--- src/rtl/pipe_stage.sv ---
// Pipeline stage register with valid/ready handshake, flush and a saturating stall counter.
// Define PIPE_STAGE_SKID_EN for a two-entry skid buffer with registered in_ready_o.
module pipe_stage #(
  parameter int WIDTH       = 64,
  parameter int STALL_CNT_W = 16
) (
  input  logic                   clk_i,
  input  logic                   rst_n_i,
  input  logic                   in_valid_i,
  output logic                   in_ready_o,
  input  logic [WIDTH-1:0]       in_data_i,
  output logic                   out_valid_o,
  input  logic                   out_ready_i,
  output logic [WIDTH-1:0]       out_data_o,
  input  logic                   flush_i,
  output logic [STALL_CNT_W-1:0] stall_cnt_o,
  input  logic                   stall_cnt_clr_i
);

  localparam logic [STALL_CNT_W-1:0] CNT_MAX = '1;

  logic             in_hs;
  logic             out_hs;
  logic             main_valid;
  logic [WIDTH-1:0] main_data;
  logic [STALL_CNT_W-1:0] stall_cnt;

  assign in_hs       = in_valid_i && in_ready_o;
  assign out_hs      = main_valid && out_ready_i;
  assign out_valid_o = main_valid;
  assign out_data_o  = main_data;
  assign stall_cnt_o = stall_cnt;

`ifdef PIPE_STAGE_SKID_EN

  typedef enum logic [1:0] {
    ST_EMPTY = 2'd0,
    ST_ONE   = 2'd1,
    ST_TWO   = 2'd2
  } state_t;

  state_t           state;
  logic             skid_valid;
  logic [WIDTH-1:0] skid_data;
  logic             ready;

  assign in_ready_o = ready;

  // Skid FSM: ready is kept equal to !skid_valid so the upstream sees a flop output.
  always_ff @(posedge clk_i or negedge rst_n_i) begin
    if (!rst_n_i) begin
      state      <= ST_EMPTY;
      main_valid <= 1'b0;
      main_data  <= '0;
      skid_valid <= 1'b0;
      skid_data  <= '0;
      ready      <= 1'b1;
    end else if (flush_i) begin
      state      <= ST_EMPTY;
      main_valid <= 1'b0;
      skid_valid <= 1'b0;
      ready      <= 1'b1;
    end else begin
      case (state)
        ST_EMPTY: begin
          if (in_hs) begin
            main_data  <= in_data_i;
            main_valid <= 1'b1;
            state      <= ST_ONE;
          end
        end
        ST_ONE: begin
          if (in_hs && !out_hs) begin
            skid_data  <= in_data_i;
            skid_valid <= 1'b1;
            ready      <= 1'b0;
            state      <= ST_TWO;
          end else if (in_hs && out_hs) begin
            main_data <= in_data_i;
          end else if (out_hs) begin
            main_valid <= 1'b0;
            state      <= ST_EMPTY;
          end
        end
        ST_TWO: begin
          if (out_hs) begin
            main_data  <= skid_data;
            skid_valid <= 1'b0;
            ready      <= 1'b1;
            state      <= ST_ONE;
          end
        end
        default: begin
          state      <= ST_EMPTY;
          main_valid <= 1'b0;
          skid_valid <= 1'b0;
          ready      <= 1'b1;
        end
      endcase
    end
  end

`else

  typedef enum logic {
    ST_EMPTY = 1'b0,
    ST_FULL  = 1'b1
  } state_t;

  state_t state;

  // Ready passes straight through from downstream when the stage is occupied.
  assign in_ready_o = !main_valid || out_ready_i;

  // Single-register FSM.
  always_ff @(posedge clk_i or negedge rst_n_i) begin
    if (!rst_n_i) begin
      state      <= ST_EMPTY;
      main_valid <= 1'b0;
      main_data  <= '0;
    end else if (flush_i) begin
      state      <= ST_EMPTY;
      main_valid <= 1'b0;
    end else begin
      case (state)
        ST_EMPTY: begin
          if (in_hs) begin
            main_data  <= in_data_i;
            main_valid <= 1'b1;
            state      <= ST_FULL;
          end
        end
        ST_FULL: begin
          if (in_hs) begin
            main_data <= in_data_i;
          end else if (out_hs) begin
            main_valid <= 1'b0;
            state      <= ST_EMPTY;
          end
        end
        default: begin
          state      <= ST_EMPTY;
          main_valid <= 1'b0;
        end
      endcase
    end
  end

`endif

  // Stall counter: clear beats increment, saturates at all-ones, ignores flush.
  always_ff @(posedge clk_i or negedge rst_n_i) begin
    if (!rst_n_i) begin
      stall_cnt <= '0;
    end else if (stall_cnt_clr_i) begin
      stall_cnt <= '0;
    end else if (main_valid && !out_ready_i && (stall_cnt != CNT_MAX)) begin
      stall_cnt <= stall_cnt + {{(STALL_CNT_W-1){1'b0}}, 1'b1};
    end
  end

endmodule

--- config.mk ---
export PLATFORM = sky130hd
export DESIGN_NAME = pipe_stage
export DESIGN_NICKNAME = d
export VERILOG_FILES = /design/src/rtl/pipe_stage.sv
export SDC_FILE = /design/constraint.sdc
export NUM_CORES = 1
export LEC_CHECK = 0
export BUFFER_PORTS_ARGS = -buffer_cell sky130_fd_sc_hd__buf_2
export CAP_MARGIN = 30
export CORE_MARGIN = 4
export CORE_UTILIZATION = 50
export DETAILED_ROUTE_END_ITERATION = 10
export HOLD_SLACK_MARGIN = 0.12
export PLACE_DENSITY = 0.91
export SLEW_MARGIN = 15
export SYNTH_ARGS = -nofsm -noshare
export SYNTH_HDL_FRONTEND = slang
export SYNTH_SLANG_ARGS = --single-unit
--- constraint.sdc ---
create_clock -name clk_i -period 2.75 [get_ports clk_i]
set_input_delay 0.55 -clock clk_i [delete_from_list [all_inputs] [get_ports clk_i]]
set_output_delay 0.55 -clock clk_i [all_outputs]
set_load 0.02 [all_outputs]
==> results.toml <==
[run_status]
status = "finished, final reports clean"

[detailed_routing]
vias = 2628
drc = 0
routed_wl_um = 8460
dr.pass1.iters = 4
ant_nets = 0
drt_iter0_drc = 68
routedWlPerCell_um = 17.6
vias_per_cell = 5.45

[finish]
multi_input_area_um2 = 1280
final_nets = 471
regArea_um2 = 2050
area_delta_synth_final_pct = 31.1
drive_gt1_share_pct = 59.8
fin_util_pct = 69.0
fill_cells = 441
antenna_cells = 0

[place]
io_buffers = 151
place_congestion = 0.849
dp_hpwl_um = 6280

[clock_network]
cts-root-buf = "clkbuf_8"
worstSkewPairLatency_ps = 350
cts_buffer_depth = 2
post_cts_resized = 0
cts.sinks = 82
cts_tree = "built"
cts_hold_buf = 0
cts.clk_slew.worst_paths_ps = 80
cts_setup_buffers = 0
cts_made_buffers = 9
cts_max_level = 3

[power_and_ir_drop]
p_leak_nw = 2.16
ir_drop_mv = 0.346
power_density_nw_per_um2 = 696

[worst_setup_path]
required_ps = 2200
endpoint_kind = "primary output"
rrSetupSlack_ps = 890
critical_path.top_delay_family = "buffers and inverters"
cp_num_buf_inv = 3
r2r_end = "stall_cnt_o[6]$_DFFE_PN0P_"
ff2ff_path_depth = 6
critical_path.startpoint_type = "register"
path_max_fanout = 7
r2r-start = "stall_cnt_o[0]$_DFFE_PN0P_"
worstSetupEndpoint = "in_ready_o"
crit_path_top_delay_cell = "dfrtp_1"
slowest_delay_ps = 390
cp.depth = 4
cp_cell_sequence = "nor2b_1 > buf_4 > inv_1 > buf_2"
worstSetupPathType = "register to primary output"
crit_arrival_ps = 1430
crit_start = "out_valid_o$_DFFE_PN0P_"

[hold_path]
hold_path_class = "input pin to async pin"

[logic_synthesis]
ys_ff_latch = 82
avgSynthCellArea_um2 = 14.0
ys_top_cells_by_area = "dfrtp_1 (60%), mux2_2 (21%), a21oi_1 (1.9%)"
synthFlopType = "dfrtp_1"
synth_edf_count = 0
yosys_warnings = 0
synthCells = 245
ys_seq_area_share_pct = 60.0
yosys-top-cells-count = "dfrtp_1 (82), mux2_2 (65), a21oi_1 (13)"
synthArstFlopShare_pct = 100
synth_top_area_share_pct = 60.0
synth.distinct_cells = 37
synth_nets = 316
syn_area_um2 = 3420
synth.most_common_cell = "dfrtp_1"
yosysTopAreaCell = "dfrtp_1"

[sta]
whs_ps = 197
fmax_ghz = 0.505
skew_ps = 7.64
tns_ps = 0
setup_viol = 0
min_period_ps = 1980
drv_slew = 0
layout_worst_path_cycle_share_pct = 72.0
slew_headroom_pct = 63.4
rsz0062_at_grt = "no"
tightest_slew_ps = 545
finalHoldViolCount = 0

[grt]
overflow = 0
antenna_found_initial = 0
grt_pass1_wl_um = 13700
track_usage_pct = 21.3
grt_pass1_vias = 2642
grt_start_max_net_pins = 83

[floorplanning]
rows = 29
die_height_um = 90.7
die_w_um = 90.7
ioPinCount = 152
core-area_um2 = 6490
start_util_pct = 52.6
die_area_um2 = 8220

[job]
maxCapViolations = 0
[worst reg2reg max path, cell delays in order, from the launching register on]
cell,delay (ps)
dfrtp_1,400
ha_1,320
nand4_1,230
nor4_2,260
buf_4,210
nor3_1,70
mux2_2,270
[layout make-up]
class	instances	share of cell area, %
multi-input cells	147	28.7
flip-flops and latches	82	45.8
well taps	77	2.15
clock inverters	6	2.01
repair buffers	155	18.1
clock buffers	10	2.85
inverters	5	0.419
[worst min path at each step]
stage,cells past startpoint,endpoint,from
final,2,stall_cnt_o[5]$_DFFE_PN0P_,rst_n_i
after global routing,2,stall_cnt_o[5]$_DFFE_PN0P_,rst_n_i
after CTS,2,stall_cnt_o[5]$_DFFE_PN0P_,rst_n_i
after detailed placement,1,out_data_o[5]$_DFFE_PN0P_,out_data_o[5]$_DFFE_PN0P_
after global placement,1,out_data_o[54]$_DFFE_PN0P_,out_data_o[54]$_DFFE_PN0P_
after floorplan,0,out_data_o[0]$_DFFE_PN0P_,rst_n_i
[per-layer routing]
layer | up-vias | wire, µm | global-route usage [%]
met4 | 0 | 205 | 8.29
li1 | 1214 | - | -
met3 | 17 | 546 | 6.17
met1 | 1284 | 3360 | 25.4
met5 | - | 0 | 0
met2 | 113 | 4360 | 36.3
[layout by cell type, fill, tap and decap left out, drive strengths merged]
master	n
and4	2
o21ai	6
dfrtp	82
or4	6
nand2	6
or4b	1
nand3b	1
mux2i	1
nor3b	1
o21bai	1
ha	1
clkinv	3
o31ai	6
bufinv	2
a21oi	13
and3b	1
o41ai	1
a211oi	2
nor4	2
mux2	65
clkbuf	10
or3	7
nand4	8
nor2	3
nand3	5
inv	6
nor3	3
buf	155
o22ai	1
nor2b	3
and2	1
[logic make-up after synthesis]
logic type,Yosys count,synth area share (%)
DFF,82,60.0
AOI/OAI and AO/OA,30,5.20
buffers and inverters,16,2.53
muxes,66,21.7
adders and majority gates,1,0.366
and+or+nand+nor,50,10.2
[stage by stage]
stage	instance area, µm²	instances	power, mW	setup WS [ps]
5_1_grt	4480	482	3.27	644
3_5_place_dp	4270	466	2.21	711
3_3_place_gp	4270	466	2.17	719
6_report	4480	482	3.12	769
2_1_floorplan	3420	245	1.89	967
4_1_cts	4480	482	3.15	738
[report_power, final]
part | total [mW] | internal, mW | switching (mW) | leakage [nW]
combinational | 0.715 | 0.298 | 0.417 | 1.04
clock | 0.947 | 0.516 | 0.431 | 0.112
sequential | 1.46 | 1.37 | 0.0836 | 1.00
total | 3.12 | 2.19 | 0.931 | 2.16
[registers in the layout, summed over array words and instances (netlist names)]
| name | cells |
|---|---|
| out_data_o | 64 |
| out_valid_o | 1 |
| stall_cnt_o | 16 |
| state | 1 |
(Power assumes the default switching activity.)
